`src/rtl/fsm_onehot_pkg.sv`:
```
// Elaboration-time helpers for the one-hot pattern detector: pattern length limits,
// the KMP failure function and the per-destination source masks for the transition table.
package fsm_onehot_pkg;

  localparam int unsigned PAT_LEN_MIN = 2;
  localparam int unsigned PAT_LEN_MAX = 16;
  localparam int unsigned ST_MAX      = PAT_LEN_MAX + 1;

  // Bit i of the pattern in arrival order (i = 0 is the first bit received).
  function automatic logic pat_bit(logic [15:0] pattern, int unsigned pat_len, int unsigned i);
    return pattern[4'(pat_len - 1 - i)];
  endfunction

  // Longest proper suffix of the k-bit prefix that is also a prefix of the pattern.
  function automatic int unsigned failure(logic [15:0] pattern, int unsigned pat_len,
                                          int unsigned k);
    int unsigned best;
    logic        ok;
    best = 0;
    for (int unsigned m = 1; m < k; m++) begin
      ok = 1'b1;
      for (int unsigned i = 0; i < m; i++) begin
        if (pat_bit(pattern, pat_len, i) != pat_bit(pattern, pat_len, k - m + i)) ok = 1'b0;
      end
      if (ok) best = m;
    end
    return best;
  endfunction

  // Next matched-prefix length from S_k on input bit b.
  function automatic int unsigned next_idx(logic [15:0] pattern, int unsigned pat_len,
                                           int unsigned overlap, int unsigned k, logic b);
    int unsigned j;
    j = (k == pat_len && overlap == 0) ? 0 : k;
    if (j == pat_len) j = failure(pattern, pat_len, j);
    for (int unsigned it = 0; it < ST_MAX; it++) begin
      if (j > 0 && pat_bit(pattern, pat_len, j) != b) j = failure(pattern, pat_len, j);
    end
    return (pat_bit(pattern, pat_len, j) == b) ? j + 1 : 0;
  endfunction

  // Set of source states that move to dst when the input bit is b.
  function automatic logic [ST_MAX-1:0] src_mask(logic [15:0] pattern, int unsigned pat_len,
                                                 int unsigned overlap, int unsigned dst,
                                                 logic b);
    logic [ST_MAX-1:0] m;
    m = '0;
    for (int unsigned k = 0; k <= pat_len; k++) begin
      m[5'(k)] = (next_idx(pattern, pat_len, overlap, k, b) == dst);
    end
    return m;
  endfunction

endpackage

```
`src/rtl/sat_counter.sv`:
```
// Saturating up-counter with synchronous clear; holds at all-ones instead of wrapping.
module sat_counter #(
  parameter int unsigned W = 8
) (
  input  logic         clk,
  input  logic         areset_n,
  input  logic         clr,
  input  logic         inc,
  output logic [W-1:0] count
);

  always_ff @(posedge clk or negedge areset_n) begin
    if (!areset_n) begin
      count <= '0;
    end else if (clr) begin
      count <= '0;
    end else if (inc && count != '1) begin
      count <= count + W'(1);
    end
  end

endmodule

```
`src/rtl/fsm_onehot_detect.sv`:
```
// Serial pattern detector with a one-hot Moore FSM whose transition table is built at
// elaboration from PATTERN; counts matches and flags corrupted state encodings.
module fsm_onehot_detect
  import fsm_onehot_pkg::*;
#(
  parameter int unsigned          PAT_LEN = 3,
  parameter logic [PAT_LEN-1:0]   PATTERN = 3'b101,
  parameter int unsigned          OVERLAP = 1,
  parameter int unsigned          CNT_W   = 8
) (
  input  logic               clk,
  input  logic               areset_n,
  input  logic               clr,
  input  logic               in_valid,
  input  logic               in,
  output logic [PAT_LEN:0]   state,
  output logic               out,
  output logic [CNT_W-1:0]   hit_count,
  output logic               onehot_err
);

  localparam int unsigned NS      = PAT_LEN + 1;
  localparam logic [15:0] PAT_EXT = 16'(PATTERN);

  if (PAT_LEN < PAT_LEN_MIN || PAT_LEN > PAT_LEN_MAX) begin : g_bad_len
    $error("fsm_onehot_detect: PAT_LEN must be within 2..16");
  end
  if (OVERLAP > 1) begin : g_bad_overlap
    $error("fsm_onehot_detect: OVERLAP must be 0 or 1");
  end

  logic [NS-1:0] nxt_c;
  logic [NS-1:0] state_nxt;
  logic          err_nxt;
  logic          legal_c;
  logic          hit_c;

  // One OR-of-terms per destination state, selected by the elaborated source masks.
  for (genvar j = 0; j < NS; j++) begin : g_next
    localparam logic [ST_MAX-1:0] M1 = src_mask(PAT_EXT, PAT_LEN, OVERLAP, j, 1'b1);
    localparam logic [ST_MAX-1:0] M0 = src_mask(PAT_EXT, PAT_LEN, OVERLAP, j, 1'b0);
    assign nxt_c[j] = ((|(state & M1[NS-1:0])) & in) | ((|(state & M0[NS-1:0])) & ~in);
  end

  assign legal_c = (state != '0) && ((state & (state - NS'(1))) == '0);

  // Priority: clear, then illegal-encoding recovery, then qualified data.
  always_comb begin
    state_nxt = state;
    err_nxt   = onehot_err;
    hit_c     = 1'b0;
    if (clr) begin
      state_nxt = NS'(1);
      err_nxt   = 1'b0;
    end else if (!legal_c) begin
      state_nxt = NS'(1);
      err_nxt   = 1'b1;
    end else if (in_valid) begin
      state_nxt = nxt_c;
      hit_c     = nxt_c[PAT_LEN];
    end
  end

  always_ff @(posedge clk or negedge areset_n) begin
    if (!areset_n) begin
      state      <= NS'(1);
      onehot_err <= 1'b0;
    end else begin
      state      <= state_nxt;
      onehot_err <= err_nxt;
    end
  end

  assign out = state[PAT_LEN];

  sat_counter #(
    .W (CNT_W)
  ) u_hit_cnt (
    .clk      (clk),
    .areset_n (areset_n),
    .clr      (clr),
    .inc      (hit_c),
    .count    (hit_count)
  );

endmodule

```
`config.mk`:
```
export PLATFORM = sky130hd
export DESIGN_NAME = fsm_onehot_detect
export DESIGN_NICKNAME = d
export VERILOG_FILES = /design/src/rtl/fsm_onehot_pkg.sv /design/src/rtl/sat_counter.sv /design/src/rtl/fsm_onehot_detect.sv
export SDC_FILE = /design/constraint.sdc
export NUM_CORES = 1
export LEC_CHECK = 0
export ABC_AREA = 1
export BUFFER_PORTS_ARGS = -buffer_cell sky130_fd_sc_hd__clkbuf_2
export CAP_MARGIN = 5
export CORE_MARGIN = 2
export CORE_UTILIZATION = 34
export CTS_BUF_LIST = sky130_fd_sc_hd__clkbuf_4 sky130_fd_sc_hd__clkbuf_8
export DETAILED_ROUTE_END_ITERATION = 10
export MAX_ROUTING_LAYER = met4
export PLACE_DENSITY = 0.55
export SETUP_SLACK_MARGIN = 0.5
export SLEW_MARGIN = 20
export SYNTH_ARGS = -nofsm -noshare
export SYNTH_HDL_FRONTEND = slang
export SYNTH_SLANG_ARGS = --single-unit
```
`constraint.sdc`:
```
create_clock -name clk -period 3.8 [get_ports clk]
set_input_delay 0.38 -clock clk [delete_from_list [all_inputs] [get_ports clk]]
set_output_delay 0.38 -clock clk [all_outputs]
set_load 0.005 [all_outputs]
```
==> summary.md <==
| Metric | Value |
|---|---|
| Status | `finished clean` |
| Register area | `327 µm²` |
| Class of the most critical setup path | `reg2reg` |
| Synthesized net count | `119` |
| Startpoint Class | `flip-flop` |
| Number of synthesized flops with an enable pin | `0` |
| Sequential share of the synthesized area | `38.8%` |
| Syn avg cell area | `7.45 µm²` |
| Fin Clk Skew | `0.00891 ns` |
| Synth Area in Simple Gates | `41.9%` |
| Reg clk slew, reported paths | `0.09 ns` |
| ANT cells | `0` |
| Worst-margin pin slew | `0.566 ns` |
| Pwr per Cell Area | `272 nW/µm²` |
| Crit Reg-Reg Endpoint | `u_hit_cnt.count[0]$_DFFE_PN0P_` |
| Synth Area in Compound Gates | `6.39%` |
| Post-route minimum period | `1.57 ns` |
| R2R cell count | `7` |
| H-tree depth | `1` |
| Core ar. | `2410 µm²` |
| Hold buffers post-CTS | `1` |
| FILL cells | `252` |
| Peak VDD IR | `0.169 mV` |
| Top cell family by delay on the critical path | `simple AND/OR/NAND/NOR gates` |
| Drt first pass iters | `4` |
| Worst slew margin | `62.0%` |
| Post-route DRC | `0` |
| Die ar. | `2890 µm²` |
| WL/cell | `10.9 µm` |
| Skew-Pair Late Insertion Delay | `0.28 ns` |
| R2R Path Start | `u_hit_cnt.count[0]$_DFFE_PN0P_` |
| Via count | `757` |
| Synth area leader | `dfrtp_1` |
| P&R area growth vs syn | `18.1%` |
| Main combinational cell family by area after synthesis | `simple AND/OR/NAND/NOR gates` |
| Post-synthesis mux area share | `0%` |
| Top cell type's share of synthesized area | `35.7%` |
| Count leader, synth | `nand2_1` |
| Post-synthesis xor/xnor area fraction | `2.08%` |
| First-pass GRT wire length | `3020 µm` |
| Main area contributors after synthesis | `dfrtp_1, nand2_1, nand3_1` |
| Synthesized instance count | `113` |
| Area of the multi-input gates | `437 µm²` |
| # rows | `18` |
| Worst-path fanout max | `8` |
| Synth cell count leaders | `nand2_1, inv_1, nand3_1` |
| Post-Layout Inst Area | `995 µm²` |
| Clk sinks | `13` |
| WL final | `1800 µm` |
| Predominant post-synthesis flop cell | `dfrtp_1` |
| Die width | `53.8 µm` |
| Cell variety after synth | `22` |
| # Post-CTS Setup Buffers | `0` |
| Via density | `4.62` |
| FF+latch count, synth | `13` |
| Fraction of layout cells with a size suffix above 1 | `24.6%` |
| Slowest CP cell | `dfrtp_1` |
| Vias in the first global route | `705` |
| Bufs on Longest Clock Path | `2` |
| RSZ-0062 raised after global routing | `false` |
| Cell mode on critical path | `nand2_1` |
| FMAX | `636 MHz` |
| Worst setup endpoint | `u_hit_cnt.count[0]$_DFFE_PN0P_` |
| Crit-path max cell delay | `0.43 ns` |
| Post-Syn Area | `842 µm²` |
| Crit path capture type | `flip-flop` |
| Crit path DAT | `1.74 ns` |
| Total of max-cap violations | `0` |
| CTS buffer count | `3` |
| CTS resizes | `0` |
| Largest net degree at the start of global routing | `19` |
| Clock Tree Root | `clkbuf_4` |
| FF-to-FF setup slack | `2.23 ns` |
| Overall power | `0.271 mW` |
| Final Wtd Congestion | `0.866` |
| Data required, critical path | `3.97 ns` |
| Post-Place Setup Slack | `2.24 ns` |
| Initial antenna violation count | `0` |
| Critical path, cell by cell | `ha_1, nand2_1, nor2_2, a21oi_4, nand3_4, nand3_1, nand2_1` |
| DPL Wire Length | `1320 µm` |
| CTS tree | `yes` |
| Port bufs | `18` |
| Crit. path cell count | `7` |
| DRT antenna net count | `0` |
| Final nets | `141` |
| Gr ovfl total | `0` |
| Post-synthesis adder-cell area fraction | `1.49%` |
| Ports | `19` |
| Worst Path Buf+Inv | `0` |
| Die height | `53.8 µm` |
| Initial core utilization | `34.9%` |
| GR Util All Layers | `14.8%` |
| Tcrit/Tclk final | `41.4%` |
| Leakage | `0.525 nW` |
| Fin worst setup slack | `2.23 ns` |
| Slew Limit Fails | `0` |
| Hold Crit Class | `in2reg` |
| Worst Setup SP | `u_hit_cnt.count[0]$_DFFE_PN0P_` |
| Post-Place Cell Area | `955 µm²` |
| Synth warnings | `0` |
| Final hold violations | `0` |
| Setup TNS | `0 ns` |
| Final setup viols | `0` |
| 1st-iter DRT viols | `28` |
| Fraction of registers with async set/reset | `100%` |
## how the worst min path moves through the flow
| stage | from | endpoint | cells after the start | slack (ns) |
|---|---|---|---|---|
| after floorplan | areset_n | onehot_err$_DFFE_PN0P_ | 0 | 0.08 |
| after global placement | areset_n | u_hit_cnt.count[3]$_DFFE_PN0P_ | 1 | 0.29 |
| after detailed placement | areset_n | u_hit_cnt.count[5]$_DFFE_PN0P_ | 1 | 0.30 |
| after CTS | clr | onehot_err$_DFFE_PN0P_ | 2 | 0.26 |
| after global routing | clr | onehot_err$_DFFE_PN0P_ | 2 | 0.26 |
| final | clr | onehot_err$_DFFE_PN0P_ | 2 | 0.27 |
## metal layers
metal,wire length [µm],track usage [%],part of all wire (%),up-vias
li1,-,-,-,406
met1,932,20.7,52,336
met2,781,20.9,44,11
met3,53,2.50,3.0,4
met4,28,6.41,1.6,0
met5,0,-,0,-
## placed cells by master (no fill, tap or decap), drive strengths merged
master / instances
a21oi: 7
clkbuf: 22
clkinv: 1
dfrtp: 12
dfstp: 1
dlygate4sd3: 1
ha: 1
inv: 16
nand2: 30
nand3: 17
nand4: 6
nor2: 14
nor3: 3
o211ai: 1
xor2: 2
## sequential cells by signal, summed over array words and instances, names as in the netlist
name and count:
onehot_err 1, state 4, u_hit_cnt.count 8
## per-stage QoR
step | std cells | utilization [%] | hold slack [ns]
2_1_floorplan | 113 | - | 0.0844
3_3_place_gp | 159 | 39.6 | 0.292
3_5_place_dp | 159 | 39.6 | 0.299
4_1_cts | 164 | 41.3 | 0.259
5_1_grt | 164 | 41.3 | 0.257
6_report | 164 | 41.3 | 0.274
## layout make-up
class	instances	share of cell area [%]
Multi-Input combinational cell	81	43.9
Tap cell	30	3.77
Sequential cell	13	32.8
Timing Repair Buffer	19	10.1
Clock buffer	4	3.02
Inverter	17	6.42
## power by group
part	internal [mW]	switching (mW)
clock network	0.0478	0.0455
logic	0.0103	0.0224
registers	0.142	0.00308
## logic make-up after synthesis
| group | count (synthesis) |
|---|---|
| AOI/OAI and AO/OA | 8 |
| buffers and inverters | 19 |
| and+or+nand+nor | 70 |
| xor gates and xnor gates | 2 |
| adders and majority gates | 1 |
| DFF | 13 |
Power figures use the tool's default switching activity.
